[config.mk]
export PLATFORM = sky130hd
export DESIGN_NAME = rv32v_lsc_lane_seq
export DESIGN_NICKNAME = d
export VERILOG_FILES = /design/src/rtl/rv32v_types_pkg.sv /design/src/rtl/rv32v_lsc_lane_pick.sv /design/src/rtl/rv32v_lsc_lane_seq.sv
export SDC_FILE = /design/constraint.sdc
export NUM_CORES = 1
export LEC_CHECK = 0
export BUFFER_PORTS_ARGS = -buffer_cell sky130_fd_sc_hd__buf_4
export CORE_MARGIN = 2
export CORE_UTILIZATION = 39
export DETAILED_ROUTE_END_ITERATION = 7
export HOLD_SLACK_MARGIN = 0.1
export RECOVER_POWER = 25
export SLEW_MARGIN = 20
export SYNTH_ARGS = -nofsm -noshare
export SYNTH_HDL_FRONTEND = slang
export SYNTH_SLANG_ARGS = --single-unit
[constraint.sdc]
create_clock -name CLK -period 30 [get_ports CLK]
set_input_delay 3 -clock CLK [delete_from_list [all_inputs] [get_ports CLK]]
set_output_delay 3 -clock CLK [all_outputs]
set_load 0.01 [all_outputs]
[src/rtl/rv32v_types_pkg.sv]
// rtl/rv32v_types_pkg.sv - shared types and byte-steering helpers for the RV32V LSC lane sequencer
package rv32v_types_pkg;

  typedef logic [31:0] word_t;

  // Load size/sign encoding; stores reuse the same size codes (SB=LB, SH=LH, SW=LW)
  typedef enum logic [2:0] {
    LB  = 3'd0,
    LH  = 3'd1,
    LW  = 3'd2,
    LBU = 3'd4,
    LHU = 3'd5
  } load_t;

  typedef enum logic [1:0] {
    IDLE,
    PICK,
    ACCESS,
    DONE
  } lsc_seq_state_t;

  // Widest lane index needed for the largest legal lane count (16)
  localparam int LANE_IDX_MAX_W = 4;
  typedef logic [LANE_IDX_MAX_W-1:0] lane_idx_t;

  // Halfwords need an even address, words a 4-byte aligned one
  function automatic logic lsc_misaligned(load_t t, logic [1:0] off);
    case (t)
      LH, LHU: return off[0];
      LW:      return off != 2'b00;
      default: return 1'b0;
    endcase
  endfunction

  function automatic logic [3:0] lsc_byte_en(load_t t, logic [1:0] off);
    case (t)
      LB, LBU: return 4'b0001 << off;
      LH, LHU: return 4'b0011 << off;
      default: return 4'b1111;
    endcase
  endfunction

  // Replicate the right-aligned store datum so every byte lane sees it
  function automatic word_t lsc_store_data(load_t t, word_t d);
    case (t)
      LB, LBU: return {4{d[7:0]}};
      LH, LHU: return {2{d[15:0]}};
      default: return d;
    endcase
  endfunction

  function automatic word_t lsc_load_ext(load_t t, logic [1:0] off, word_t rdata);
    word_t sh;
    sh = rdata >> {off, 3'b000};
    case (t)
      LB:      return {{24{sh[7]}}, sh[7:0]};
      LH:      return {{16{sh[15]}}, sh[15:0]};
      LBU:     return {24'd0, sh[7:0]};
      LHU:     return {16'd0, sh[15:0]};
      default: return sh;
    endcase
  endfunction

endpackage

[src/rtl/rv32v_lsc_lane_pick.sv]
// rtl/rv32v_lsc_lane_pick.sv - lowest-set-bit priority encoder with found flag
module rv32v_lsc_lane_pick #(
  parameter  int N     = 4,
  localparam int IDX_W = (N > 1) ? $clog2(N) : 1
) (
  input  logic [N-1:0]     req,
  output logic [IDX_W-1:0] idx,
  output logic             found
);

  // Scan downward so the lowest set bit is the last one to win
  always_comb begin
    idx   = '0;
    found = 1'b0;
    for (int i = N - 1; i >= 0; i--) begin
      if (req[i]) begin
        idx   = IDX_W'(i);
        found = 1'b1;
      end
    end
  end

endmodule

[src/rtl/rv32v_lsc_lane_seq.sv]
// rtl/rv32v_lsc_lane_seq.sv - per-lane vector load/store sequencer (option: RV32V_LSC_COALESCE_EN)
module rv32v_lsc_lane_seq
  import rv32v_types_pkg::*;
#(
  parameter  int NUM_LANES = 4,
  localparam int IDX_W     = (NUM_LANES > 1) ? $clog2(NUM_LANES) : 1
) (
  input  logic                    CLK,
  input  logic                    RST,
  input  logic                    req_valid,
  output logic                    req_ready,
  input  logic                    req_wen,
  input  logic                    req_ren,
  input  load_t                   req_load_type,
  input  logic [32*NUM_LANES-1:0] req_addr_wide,
  input  logic [32*NUM_LANES-1:0] req_store_wide,
  input  logic [NUM_LANES-1:0]    req_ven_lanes,
  output logic                    bus_ren,
  output logic                    bus_wen,
  output logic [31:0]             bus_addr,
  output logic [31:0]             bus_wdata,
  output logic [3:0]              bus_byte_en,
  input  logic                    bus_busy,
  input  logic [31:0]             bus_rdata,
  output logic [32*NUM_LANES-1:0] dload_ext_wide,
  output logic [NUM_LANES-1:0]    lanes_done,
  output logic                    done,
  output logic                    mal_addr,
  output logic [IDX_W-1:0]        mal_lane
);

  lsc_seq_state_t       state, state_d;
  logic                 op_ren, op_wen;
  load_t                op_type;
  word_t                addr_q  [NUM_LANES];
  word_t                data_q  [NUM_LANES];
  word_t                dload_q [NUM_LANES];
  logic [NUM_LANES-1:0] ven_q, pending, commit;
  logic [IDX_W-1:0]     cur_lane, pick_idx;
  logic                 pick_found, pick_mal, accept;

  assign accept  = req_valid && req_ready;
  assign pending = ven_q & ~lanes_done;

  rv32v_lsc_lane_pick #(.N(NUM_LANES)) u_pick (
    .req   (pending),
    .idx   (pick_idx),
    .found (pick_found)
  );

  assign pick_mal = lsc_misaligned(op_type, addr_q[pick_idx][1:0]);

  // State register
  always_ff @(posedge CLK or posedge RST) begin
    if (RST) state <= IDLE;
    else     state <= state_d;
  end

  // Next state: one bus access per committed lane, abort on a misaligned pick
  always_comb begin
    state_d = state;
    case (state)
      IDLE:    if (accept) state_d = PICK;
      PICK:    state_d = (!pick_found || pick_mal) ? DONE : ACCESS;
      ACCESS:  if (!bus_busy) state_d = PICK;
      DONE:    state_d = IDLE;
      default: state_d = IDLE;
    endcase
  end

  // Bus strobes and steering are driven only while a lane is in ACCESS
  always_comb begin
    req_ready   = (state == IDLE) && !RST;
    done        = (state == DONE);
    bus_ren     = 1'b0;
    bus_wen     = 1'b0;
    bus_addr    = '0;
    bus_byte_en = '0;
    bus_wdata   = '0;
    if (state == ACCESS) begin
      bus_ren     = op_ren;
      bus_wen     = op_wen;
      bus_addr    = {addr_q[cur_lane][31:2], 2'b00};
      bus_byte_en = lsc_byte_en(op_type, addr_q[cur_lane][1:0]);
      bus_wdata   = lsc_store_data(op_type, data_q[cur_lane]);
    end
  end

  // Lanes committed on the completing access cycle (plus same-word loads when coalescing)
  always_comb begin
    commit = '0;
    if (state == ACCESS && !bus_busy) begin
      commit[cur_lane] = 1'b1;
`ifdef RV32V_LSC_COALESCE_EN
      if (op_ren) begin
        for (int m = 0; m < NUM_LANES; m++) begin
          if (pending[m] && m > int'(cur_lane) &&
              addr_q[m][31:2] == addr_q[cur_lane][31:2] &&
              !lsc_misaligned(op_type, addr_q[m][1:0]))
            commit[m] = 1'b1;
        end
      end
`endif
    end
  end

  // Op latching, lane selection, commit tracking and load result capture
  always_ff @(posedge CLK or posedge RST) begin
    if (RST) begin
      op_ren     <= 1'b0;
      op_wen     <= 1'b0;
      op_type    <= LB;
      ven_q      <= '0;
      lanes_done <= '0;
      cur_lane   <= '0;
      mal_addr   <= 1'b0;
      mal_lane   <= '0;
      for (int i = 0; i < NUM_LANES; i++) begin
        addr_q[i]  <= '0;
        data_q[i]  <= '0;
        dload_q[i] <= '0;
      end
    end else begin
      if (accept) begin
        op_ren     <= req_ren;
        op_wen     <= req_wen;
        op_type    <= req_load_type;
        ven_q      <= req_ven_lanes;
        lanes_done <= '0;
        mal_addr   <= 1'b0;
        mal_lane   <= '0;
        for (int i = 0; i < NUM_LANES; i++) begin
          addr_q[i] <= req_addr_wide[i*32 +: 32];
          data_q[i] <= req_store_wide[i*32 +: 32];
        end
      end else begin
        lanes_done <= lanes_done | commit;
      end
      if (state == PICK) begin
        cur_lane <= pick_idx;
        if (pick_found && pick_mal) begin
          mal_addr <= 1'b1;
          mal_lane <= pick_idx;
        end
      end
      for (int m = 0; m < NUM_LANES; m++) begin
        if (commit[m] && op_ren)
          dload_q[m] <= lsc_load_ext(op_type, addr_q[m][1:0], bus_rdata);
      end
    end
  end

  // Flatten per-lane results onto the wide output
  always_comb begin
    dload_ext_wide = '0;
    for (int i = 0; i < NUM_LANES; i++) dload_ext_wide[i*32 +: 32] = dload_q[i];
  end

endmodule

==> results of run 1 <==
-- worst max-delay path by stage --
stage          start                       to  slack (ns)  cells past startpoint
2_1_floorplan    RST    addr_q[0]$_DFFE_PP0P_       15.76                      1
3_3_place_gp     RST                req_ready       23.30                      3
3_5_place_dp     RST                req_ready       23.22                      3
4_1_cts          RST                req_ready       23.23                      3
5_1_grt          RST   data_q[48]$_DFFE_PP0P_       19.14                      4
6_report         RST  data_q[127]$_DFFE_PP0P_       20.63                      4
-- kinds of logic (layout without fill, tap and decap cells) --
logic type | count (synthesis) | in the layout | synth area share [%]
muxes | 166 | 166 | 12.6
DFF | 404 | 404 | 50.9
and+or+nand+nor | 1174 | 1174 | 23.7
buffers and inverters | 176 | 611 | 4.46
other | 1 | 9 | 0.0189
AOI/OAI and AO/OA | 268 | 268 | 8.36
-- registers in the layout (all words and copies together), names as in the netlist --
register	flops
addr_q	128
cur_lane	2
data_q	128
dload_ext_wide	128
lanes_done	4
mal_addr	1
mal_lane	2
op_ren	1
op_type	3
op_wen	1
state	2
ven_q	4
-- metal layers --
metal,vias up,wire (um)
met4,8,2390
met3,129,5850
met2,615,33000
met5,-,52
met1,8319,27000
li1,7956,-
-- power breakdown --
part | switching [W] | internal, W | total (W)
Clock | 0.000230 | 0.000332 | 0.000562
Sequential | 0.000176 | 0.000795 | 0.000971
Combinational | 0.000595 | 0.000504 | 0.00110
Total | 0.00100 | 0.00163 | 0.00263
-- worst max-delay path, stage by stage --
cell        delay [ns]
clkbuf_1          0.10
clkinvlp_2        2.97
clkbuf_1          0.93
clkbuf_1          2.27
-- through the flow --
step / power (W) / hold WS, ns / std cells / instance area [um2] / setup WS [ns]
2_1_floorplan: 0.00165 / 0.437 / 2190 / 19900 / 15.76
4_1_cts: 0.00265 / 0.471 / 3295 / 25300 / 23.23
6_report: 0.00263 / 0.466 / 3304 / 25300 / 20.63
3_3_place_gp: 0.00205 / 0.452 / 3217 / 23800 / 23.30
5_1_grt: 0.00281 / 0.488 / 3302 / 25300 / 19.14
3_5_place_dp: 0.00208 / 0.457 / 3217 / 23800 / 23.22
-- layout by cell type, fill, tap and decap left out, types with 2 or more instances in the layout --
cell type,netlist,routed
buf_4,34,517
clkbuf_8,0,10
bufinv_16,0,3
a21oi_1,130,130
and2_1,47,45
nand2_1,948,948
nor2_1,113,113
mux2i_1,77,77
o21ai_0,41,42
mux2_2,24,24
a211oi_1,40,40
o21ai_2,3,2
nor3_1,3,3
o21a_1,3,3
nor2b_1,44,43
mux4_2,64,64
clkinv_2,0,4
conb_1,1,2
clkbuf_1,71,25
clkbuf_16,0,46
dfrtp_1,404,403
nand3_1,2,2
nand2b_1,9,9
diode_2,0,7
o21ai_1,4,4
o22a_1,32,32
or2_2,2,3
-- layout make-up --
| cell class | instances | area, um2 | area share, % |
|---|---|---|---|
| sequential | 404 | 10100 | 40.0 |
| multi-input combinational | 1610 | 8860 | 35.0 |
| timing repair buffer | 531 | 3960 | 15.7 |
| clock buffer | 68 | 1330 | 5.27 |
| tap | 672 | 841 | 3.33 |
| clock inverter | 10 | 154 | 0.609 |
| antenna | 7 | 17.5 | 0.0693 |
| inverter | 2 | 8.76 | 0.0346 |
==> flow_summary.toml, run 1 <==
[synthesis]
yosysUniqueCellTypes = 48
synth-main-ff-cell = "dfrtp_1"
synthCells = 2189
ys_ff_latch = 404
synth_top_area_share_pct = 50.9
ys_async_sr_fraction_pct = 100
syn-cell-area_um2 = 19900
synth_top_area_cell = "dfrtp_1"
postSynthAreaPerCell_um2 = 9.07
synth_edf_count = 0
synth_seq_area_share_pct = 50.9
synthTopCellsByCount = "nand2_1 (948), dfrtp_1 (404), a21oi_1 (130)"
yosys_warnings = 0
yosysMostFrequentCell = "nand2_1"
synth_area_leaders = "dfrtp_1 (51%), nand2_1 (18%), mux4_2 (7.3%)"

[drt]
drtIter0Drc = 1156
drcViolationCount = 0
wl_per_cell_um = 20.7
ant_nets = 0
dr_total_vias = 17000
first_pass_iters = 5
viasPerCell = 5.15
wl_mm = 68.3

[clock_tree]
cts_setup_buffers = 0
cts.clk_slew.worst_paths_ns = 0.05
htreeDepth = 2
post_cts_resized = 0
cts_tree = "yes"
clkLatencyLatePin_ns = 0.59
clock_path_buffers = 3
clockRootBuffer = "clkbuf_16"
clock_sinks = 404
cts_hold_buf = 0
numCtsBuffers = 45

[global_routing]
first_global_vias = 17500
grt_util_all_layers_pct = 25.7
gr-total-overflow = 0
use_met3_pct = 6.98
grt_max_degree = 120
busiest_layer = "met2"
antenna_found_initial = 11
use_met2_pct = 42.5
use_met1_pct = 32.2
grt_pass1_wl_mm = 104

[critical_path]
cp.arrival_ns = 9.36
ff2ff_path_depth = 6
reg2reg_slack_ns = 23.44
rr_startpoint = "cur_lane[0]$_DFFE_PP0N_"
critPathRequiredTime_ns = 29.99
critPathLaunchType = "primary input"
end_kind = "asynchronous set/reset pin"
critPathKind = "in -> async"
worstPathMaxFanout = 119
timing.rr.end = "dload_ext_wide[20]$_DFFE_PP0P_"

[sta]
drv_slew = 367
setup_violations = 0
slew-limit-headroom_pct = -259
skew_ns = 0.0281
finalCritPeriodShare_pct = 31.2
fmax_mhz = 107
setup_tns_ns = 0
worstMarginPinSlew_ns = 5.36
grt_setup_unrepaired = "false"
final_hold_viol_count = 0
fin_crit_ns = 9.37

[power_and_ir_drop]
leakagePower_nw = 12.7
peakVddDrop_v = 0.0000512
power.density_cell_area_nw_per_um2 = 104

[placed_design]
numPortBuffers = 505
dpl.hpwl_mm = 48.0
gp_congestion = 0.868

[outcome]
outcome = "finished with violations"
failed_checks = "capacitance limit, slew limit"

[worst_hold_path]
hold_path.class = "reg -> reg"
hold_start = "addr_q[2]$_DFFE_PP0P_"
whs_endpoint = "addr_q[2]$_DFFE_PP0P_"
hold_depth = 2

[die]
start_util_pct = 39.6
dieArea_um2 = 52700
die_h_um = 230
fp.coreArea_um2 = 50200
placementRows = 82
top_level_ports = 508
chipWidth_um = 230

[final_layout]
layout-drive-gt1-share_pct = 26.4
final_util_pct = 50.4
syn_to_final_growth_pct = 27.4
nets = 2895
fill_cells = 4795

[run]
maxCapViolCount = 6
Power figures use the tool's default switching activity.
==> run 2, diff against run 1 <==
clock period = 8 ns   (was 30 ns; I/O delays follow)
==> run 2 against run 1 <==
The run still ends with capacitance limit, slew limit left; routed wire length up 1.6%; clock skew shrank 0.0046 ns; core utilization is 0.15 points higher; worst hold slack lost 0.075 ns; flip-flop and latch count stayed put; final cell count up 0.12%; clock power rose to 3.9 times the previous value; sequential share of layout area shrank 0.096 points; power rose to 3.8 times the previous value; count of clock-buffer cells in the layout grew 1; combinational power rose to 3.7 times the previous value; design area increased by 0.29%.
==> flow_summary.toml, run 2 (synthesized netlist as in run 1, its figures left out) <==
[die]
chipWidth_um = 230
fp.coreArea_um2 = 50200
top_level_ports = 508
start_util_pct = 39.6
placementRows = 82
dieArea_um2 = 52700
die_h_um = 230

[worst_hold_path]
hold_depth = 3
hold_path.class = "in -> reg"

[sta]
finalCritPeriodShare_pct = 58.8
fin_crit_ns = 4.70
setup_tns_ns = 0
slew-limit-headroom_pct = -205
setup_violations = 0
skew_ns = 0.0235
grt_setup_unrepaired = "false"
drv_slew = 248
final_hold_viol_count = 0
hold_slack_ns = 0.391
worstMarginPinSlew_ns = 4.57
layout_setup_ws_ns = 3.30
fmax_mhz = 213

[global_routing]
antenna_found_initial = 12
gr-total-overflow = 0
grt_pass1_wl_mm = 105
first_global_vias = 17500
grt_max_degree = 210
grt_util_all_layers_pct = 26.1

[power_and_ir_drop]
power.switching_w = 0.00380
peakVddDrop_v = 0.000193
p_sw_share_pct = 38.2
p_int_w = 0.00615
seqPwrFrac_pct = 36.7
power.density_cell_area_nw_per_um2 = 392
leakagePower_nw = 12.8
p_clk_share_pct = 21.9
combPwrFrac_pct = 41.4

[critical_path]
cp.arrival_ns = 3.85
ff2ff_path_depth = 6
critical-path-max-stage-delay_ns = 2.82
critPathRequiredTime_ns = 7.15
critPathLaunchType = "primary input"
end_kind = "asynchronous set/reset pin"
critPathKind = "in -> async"
cpMaxStageDelayCell = "clkbuf_2"
path_cells = "clkbuf_1, clkinvlp_2, clkbuf_2"
worstPathMaxFanout = 161

[drt]
drtIter0Drc = 1107
ant_nets = 0
dr_total_vias = 17200
wl_per_cell_um = 21.0
first_pass_iters = 5
drcViolationCount = 0
viasPerCell = 5.21
wl_mm = 69.4

[clock_tree]
post_cts_resized = 0
numCtsBuffers = 47
clock_sinks = 404
htreeDepth = 2
clock_path_buffers = 3
clockRootBuffer = "clkbuf_16"
cts_tree = "yes"
clkLatencyLatePin_ns = 0.59
cts.clk_slew.worst_paths_ns = 0.06
cts_setup_buffers = 0
cts_hold_buf = 0

[placed_design]
pre_cts_slack_ns = 4.35
numPortBuffers = 505
gp_congestion = 0.865
dp.cells = 3215
dpl.hpwl_mm = 48.0

[run]
maxCapViolCount = 2

[outcome]
outcome = "finished with violations"
failed_checks = "capacitance limit, slew limit"

[final_layout]
final_util_pct = 50.5
final_common_cell = "nand2_1"
layoutNonFillerInstCount = 3308
layout-drive-gt1-share_pct = 26.9
final_cell_mix = "nand2_1 (947), buf_4 (514), dfrtp_1 (401)"
nets = 2893
syn_to_final_growth_pct = 27.7
[run 2: cell count changes in the layout (fill, tap and decap cells not counted), moves of 2 or more]
| cell | delta |
|---|---|
| buf_4 | -3 |
| clkbuf_1 | -5 |
| clkbuf_16 | +2 |
| clkinv_2 | +8 |
| dfrtp_1 | -2 |
[run 2: power groups by stage]
stage          logic [W]  clock network [W]  registers [W]
6_report         0.00412            0.00218        0.00365
4_1_cts          0.00416            0.00223        0.00366
3_3_place_gp     0.00407                  0        0.00364
3_5_place_dp     0.00414                  0        0.00368
5_1_grt          0.00454            0.00231        0.00378
2_1_floorplan    0.00266                  0        0.00353
[run 2: per-layer routing]
layer	up-vias	track usage [%]	share of wire (%)
met2	683	42.3	48
met1	8404	32.2	39
met3	182	7.05	8.6
met5	-	0	0.094
met4	10	13.4	4.8
li1	7961	-	-
[run 2: metrics by stage]
stage | cell area, um2 | power [W]
5_1_grt | 25400 | 0.0106
3_3_place_gp | 23800 | 0.00772
2_1_floorplan | 19900 | 0.00619
4_1_cts | 25400 | 0.0100
3_5_place_dp | 23800 | 0.00782
6_report | 25400 | 0.00995
[run 2: critical path, delay by kind of cell]
family | cells | cell delay, ns
buffers and inverters | 3 | 3.00
[run 2: layout make-up]
cell class	count	area (um2)
repair buffers	527	3930
fillers	4774	24800
flip-flops and latches	404	10100
well taps	672	841
inverters	2	8.76
clock inverters	17	175
diodes	7	17.5
multi-input cells	1610	8880
clock buffers	69	1390
[run 2: final timing paths]
check,slack [ns],endpoint,start
setup / recovery,3.30,cur_lane[1]$_DFFE_PP0N_,RST
setup reg to reg,4.85,dload_ext_wide[58]$_DFFE_PP0P_,cur_lane[0]$_DFFE_PP0N_
max in group CLK,3.86,bus_wdata[25],cur_lane[0]$_DFFE_PP0N_
hold / removal,0.39,data_q[54]$_DFFE_PP0P_,req_store_wide[86]
hold reg to reg,0.47,addr_q[8]$_DFFE_PP0P_,addr_q[8]$_DFFE_PP0P_
min in group asynchronous,1.81,addr_q[126]$_DFFE_PP0P_,RST
